## src/rtl/flow_seq_pkg.sv

```systemverilog
`default_nettype none
// ============================================================================
// Module      : flow_seq_pkg
// Description : Shared encodings for the flow-control sequencer: flow opcode,
//               subcodes, FSM states, pc_src and sp_op selectors.
// Revision    : 1.0 - initial release
// ============================================================================
package flow_seq_pkg;

    localparam logic [3:0] c_FLOW_OPCODE = 4'hB;

    typedef enum logic [1:0] {
        SUB_JMP  = 2'b00,
        SUB_CALL = 2'b01,
        SUB_RET  = 2'b10,
        SUB_RTI  = 2'b11
    } flow_sub_t;

    // Interrupt states exist only when the interrupt path is built in.
    typedef enum logic [2:0] {
        ST_IDLE     = 3'd0,
        ST_CALL_TGT = 3'd1,
        ST_RET_WAIT = 3'd2,
        ST_RET_LOAD = 3'd3
`ifdef FLOW_INTR_EN
        ,
        ST_INT_VEC  = 3'd4,
        ST_INT_LOAD = 3'd5
`endif
    } state_t;

    typedef enum logic [1:0] {
        PC_INC  = 2'b00,
        PC_JUMP = 2'b01,
        PC_MEM  = 2'b10,
        PC_HOLD = 2'b11
    } pc_src_t;

    typedef enum logic [1:0] {
        SP_NONE = 2'b00,
        SP_PUSH = 2'b01,
        SP_POP  = 2'b10
    } sp_op_t;

    function automatic logic is_flow_opcode(input logic [3:0] opcode);
        return opcode == c_FLOW_OPCODE;
    endfunction

endpackage
`default_nettype wire

```

## src/rtl/flow_seq_intr_sync.sv

```systemverilog
`default_nettype none
// ============================================================================
// Module      : intr_sync
// Description : Two-flop synchronizer bringing the external interrupt request
//               into the clk domain.
// Revision    : 1.0 - initial release
// ============================================================================
module intr_sync (
    input  logic clk,
    input  logic rst_n,
    input  logic async_in,
    output logic sync_out
);

    logic r_meta;
    logic r_sync;

    always_ff @(posedge clk or negedge rst_n) begin
        if (!rst_n) begin
            r_meta <= 1'b0;
            r_sync <= 1'b0;
        end else begin
            r_meta <= async_in;
            r_sync <= r_meta;
        end
    end

    assign sync_out = r_sync;

endmodule
`default_nettype wire

```

## src/rtl/flow_seq.sv

```systemverilog
`default_nettype none
// ============================================================================
// Module      : flow_seq
// Description : Flow-control sequencer for JMP/CALL/RET/RTI and interrupt
//               entry. Interrupt path built only with FLOW_INTR_EN defined.
// Revision    : 1.0 - initial release
// ============================================================================
module flow_seq
    import flow_seq_pkg::*;
(
    input  logic       clk,
    input  logic       rst_n,
    input  logic [7:0] IR,
    input  logic       stall_d,
    input  logic       intr_req,
    output logic       stall_f,
    output logic       flush_d,
    output logic [1:0] pc_src,
    output logic [1:0] sp_op,
    output logic       mem_wr,
    output logic       mem_rd,
    output logic       mem_addr_sel,
    output logic       flag_save,
    output logic       flag_restore,
    output logic       intr_ack,
    output logic       busy
);

    state_t    r_state;
    state_t    w_state_next;
    flow_sub_t w_sub;
    logic      w_is_flow;
    logic      w_accept;
    logic      w_unused_bits;

    assign w_is_flow = is_flow_opcode(IR[7:4]);
    assign w_sub     = flow_sub_t'(IR[3:2]);
    assign w_accept  = (r_state == ST_IDLE) && w_is_flow && !stall_d;

`ifdef FLOW_INTR_EN
    logic r_in_isr;
    logic r_is_rti;
    logic w_intr_sync;
    logic w_take_intr;
    logic w_set_isr;
    logic w_clr_isr;

    intr_sync u_intr_sync (
        .clk      (clk),
        .rst_n    (rst_n),
        .async_in (intr_req),
        .sync_out (w_intr_sync)
    );

    // A flow instruction in decode always wins; the interrupt retries later.
    assign w_take_intr = (r_state == ST_IDLE) && w_intr_sync && !r_in_isr &&
                         !w_is_flow && !stall_d;

    always_ff @(posedge clk or negedge rst_n) begin
        if (!rst_n) begin
            r_in_isr <= 1'b0;
            r_is_rti <= 1'b0;
        end else begin
            if (w_accept)
                r_is_rti <= (w_sub == SUB_RTI);
            if (w_set_isr)
                r_in_isr <= 1'b1;
            else if (w_clr_isr)
                r_in_isr <= 1'b0;
        end
    end

    assign w_unused_bits = ^IR[1:0];
`else
    assign w_unused_bits = ^{intr_req, IR[1:0]};
`endif

    always_ff @(posedge clk or negedge rst_n) begin
        if (!rst_n)
            r_state <= ST_IDLE;
        else
            r_state <= w_state_next;
    end

    // Outputs are held at zero combinationally while reset is asserted.
    always_comb begin
        w_state_next = r_state;
        stall_f      = 1'b0;
        flush_d      = 1'b0;
        pc_src       = PC_INC;
        sp_op        = SP_NONE;
        mem_wr       = 1'b0;
        mem_rd       = 1'b0;
        mem_addr_sel = 1'b0;
        flag_save    = 1'b0;
        flag_restore = 1'b0;
        intr_ack     = 1'b0;
        busy         = (r_state != ST_IDLE);
`ifdef FLOW_INTR_EN
        w_set_isr    = 1'b0;
        w_clr_isr    = 1'b0;
`endif
        if (rst_n) begin
            case (r_state)
                ST_IDLE: begin
                    if (w_accept) begin
                        case (w_sub)
                            SUB_JMP: begin
                                pc_src  = PC_JUMP;
                                flush_d = 1'b1;
                            end
                            SUB_CALL: begin
                                stall_f      = 1'b1;
                                mem_wr       = 1'b1;
                                sp_op        = SP_PUSH;
                                w_state_next = ST_CALL_TGT;
                            end
                            default: begin
                                stall_f      = 1'b1;
                                mem_rd       = 1'b1;
                                sp_op        = SP_POP;
                                w_state_next = ST_RET_WAIT;
                            end
                        endcase
                    end
`ifdef FLOW_INTR_EN
                    else if (w_take_intr) begin
                        stall_f      = 1'b1;
                        mem_wr       = 1'b1;
                        sp_op        = SP_PUSH;
                        flag_save    = 1'b1;
                        intr_ack     = 1'b1;
                        w_state_next = ST_INT_VEC;
                    end
`endif
                end
                ST_CALL_TGT: begin
                    pc_src       = PC_JUMP;
                    flush_d      = 1'b1;
                    w_state_next = ST_IDLE;
                end
                ST_RET_WAIT: begin
                    stall_f      = 1'b1;
                    w_state_next = ST_RET_LOAD;
                end
                ST_RET_LOAD: begin
                    pc_src       = PC_MEM;
                    flush_d      = 1'b1;
                    w_state_next = ST_IDLE;
`ifdef FLOW_INTR_EN
                    if (r_is_rti) begin
                        flag_restore = 1'b1;
                        w_clr_isr    = 1'b1;
                    end
`endif
                end
`ifdef FLOW_INTR_EN
                ST_INT_VEC: begin
                    stall_f      = 1'b1;
                    mem_rd       = 1'b1;
                    mem_addr_sel = 1'b1;
                    w_state_next = ST_INT_LOAD;
                end
                ST_INT_LOAD: begin
                    pc_src       = PC_MEM;
                    flush_d      = 1'b1;
                    w_set_isr    = 1'b1;
                    w_state_next = ST_IDLE;
                end
`endif
                default: w_state_next = ST_IDLE;
            endcase
        end
    end

endmodule
`default_nettype wire

```

## config.mk

```make
export PLATFORM = sky130hd
export DESIGN_NAME = flow_seq
export DESIGN_NICKNAME = d
export VERILOG_FILES = /design/src/rtl/flow_seq_pkg.sv /design/src/rtl/flow_seq_intr_sync.sv /design/src/rtl/flow_seq.sv
export SDC_FILE = /design/constraint.sdc
export NUM_CORES = 1
export LEC_CHECK = 0
export BUFFER_PORTS_ARGS = -buffer_cell sky130_fd_sc_hd__buf_2
export CORE_AREA = 2 2 39 41
export DETAILED_ROUTE_END_ITERATION = 10
export DIE_AREA = 0 0 41 43
export SETUP_SLACK_MARGIN = 0.02
export SYNTH_ARGS = -nofsm -noshare
export SYNTH_HDL_FRONTEND = slang
export SYNTH_SLANG_ARGS = --single-unit
export TNS_END_PERCENT = 5
```

## constraint.sdc

```tcl
create_clock -name clk -period 2.06 [get_ports clk]
set_input_delay 0 -clock clk [delete_from_list [all_inputs] [get_ports clk]]
set_output_delay 0 -clock clk [all_outputs]
set_load 0.1 [all_outputs]
```

==> flow_summary.yaml <==
run_status:
  status: "finished, final reports clean"
synthesis:
  synth-compound-area-share: 0.211
  synth_top_family_by_area: "simple AND/OR/NAND/NOR gates"
  synth.distinct_cells: 20
  synth_xor_area_frac: 0
  syn_avg_cell_area_um2: 8.23
  ys_async_sr_fraction: 1.00
  synth_area_leaders: "dfrtp_1, buf_4, a32o_1, nor3_4, and3_1"
  ys_ff_latch: 2
  synthCells: 31
  yosysMostFrequentCell: "buf_4"
  yosysTopAreaCell: "dfrtp_1"
  synthSimpleGateAreaFrac: 0.358
  synth-seq-area-share: 0.196
  synthAdderAreaFrac: 0
  synth_top_area_share: 0.196
  muxShareOfSynthArea: 0
  ys_warn_count: 0
  ys.flop_type: "dfrtp_1"
  synth_edf_count: 0
  synthesis.area_um2: 255
setup_path:
  ff2ff_setup_slack_ns: 0.82
  critPathLaunchType: "register"
  cp.arrival_ns: 1.83
  crit_fanout: 6
  end_kind: "output port"
  crit_type: "reg2out"
  required_ns: 2.06
clock_network:
  clkSlewWorstSetupHoldPaths_ns: 0.03
  cts_buffers: 3
  postCtsHoldBufs: 1
  cts_sinks: 2
  cts_max_path_buffers: 2
  htreeDepth: 1
  cts_tree: "yes"
  clk_latency_ns: 0.22
  cts_root_buffer: "clkbuf_4"
  post_cts_resized: 0
  cts_setup_buffers: 0
floorplan:
  ios: 25
  fp.dieW_um: 41
  placementRows: 14
  coreArea_mm2: 0.00138
  start_util: 0.184
  dieHeight_um: 43
  fp.dieArea_mm2: 0.00176
sta:
  finalHoldViolations: 0
  tns_ns: 0
  setup_viol: 0
  period_share: 0.889
  hold_ws_ns: 0.111
  slew_viol_final: 0
  max_freq_mhz: 546
  min_period_ns: 1.83
  rsz0062_at_grt: "no"
  finalClockSkew_ns: 0.00337
global_route:
  grt_pass1_vias: 219
  antenna_found_initial: 0
  grt_pass1_wl_um: 834
  grt_use_total: 0.0753
  grt_overflow: 0
  grt_start_max_net_pins: 14
final_layout:
  nFillCells: 155
  antennaDiodeCount: 0
  top_register: "r_state"
  design_area_um2: 374
  finalNetCount: 62
  fin_util: 0.270
  largest_reg_flops: 2
  largestRegisters: "r_state: 2 flops"
  syn_to_final_growth_pct: 46.6
  drive_above_1_share: 0.521
detailed_routing:
  avgRoutedWirePerCell_um: 9.53
  drt_iter0_drc: 3
  drc: 0
  routed_wl_um: 610
  vias: 276
  drt-vias-per-instance: 4.31
  ant_nets: 0
  firstDrtPassIters: 2
place:
  place_area_um2: 342
  place_congestion: 0.753
  io_buffers: 17
  dpl.hpwl_um: 455
pwr:
  p_leak_uw: 0.000199
  total_power_uw: 454
  ir_drop_uv: 402
  power.density_mw_per_mm2: 1210
hold_path:
  min_path_type: "in2reg"
run:
  maxCapViolCount: 0
## where the power goes
group,switching [µW],leakage [µW],internal (µW)
registers,17.5,0.0000271,51.2
clock network,22.2,0.0000138,64.3
logic,237,0.000158,62.6
## worst paths after layout
path / startpoint / end / depth (start not counted)
setup / recovery: r_state[0]$_DFFE_PN0P_ / mem_wr / 4
setup reg to reg: r_state[0]$_DFFE_PN0P_ / r_state[1]$_DFFE_PN0P_ / 3
hold / removal: IR[3] / r_state[1]$_DFFE_PN0P_ / 2
min in group asynchronous: rst_n / r_state[0]$_DFFE_PN0P_ / 2
hold reg to reg: r_state[1]$_DFFE_PN0P_ / r_state[1]$_DFFE_PN0P_ / 1
max in group asynchronous: rst_n / r_state[1]$_DFFE_PN0P_ / 2
## worst max-delay path: stages (launching register included)
cell and delay (ns):
dfrtp_1 0.41, or2_4 0.30, nor3_4 0.26, and3_1 0.21, buf_2 0.43
## layout by cell type (no fill, tap or decap), drive strengths merged
cell type,n
buf,17
conb,4
clkbuf,3
inv,2
a32o,2
and3,2
nand2,2
nor2,2
dfrtp,2
or2,1
nand4b,1
nor3,1
nor4b,1
nor2b,1
o41ai,1
or3,1
o2111a,1
nand3b,1
o21ai,1
a31o,1
dlygate4sd3,1
## metal layers
| layer | vias up | track usage | wire length, µm |
|---|---|---|---|
| met3 | 0 | 0.0314 | 60 |
| met5 | - | 0 | 0 |
| met4 | 0 | 0.0800 | 0 |
| met1 | 122 | 0.0804 | 289 |
| met2 | 14 | 0.100 | 260 |
| li1 | 140 | - | - |
## cell type report
| class | instances | area [µm²] | area share |
|---|---|---|---|
| Clock buffer | 3 | 22.5 | 0.0602 |
| Inverter | 2 | 7.51 | 0.0201 |
| Multi-Input combinational cell | 23 | 179 | 0.478 |
| Sequential cell | 2 | 50.0 | 0.134 |
| Tap cell | 16 | 20.0 | 0.0535 |
| Timing Repair Buffer | 18 | 95.1 | 0.254 |
## per-stage QoR
stage	setup WS (ns)	cells
after floorplan	-0.266	34
after global placement	0.446	60
after detailed placement	0.453	60
after CTS	0.205	64
after global routing	0.121	64
final	0.229	64
## kinds of logic after synthesis
logic type / count (synthesis)
buffers and inverters: 9
other: 1
DFF: 2
AOI/OAI and AO/OA: 6
and+or+nand+nor: 13
(Power assumes the default switching activity.)
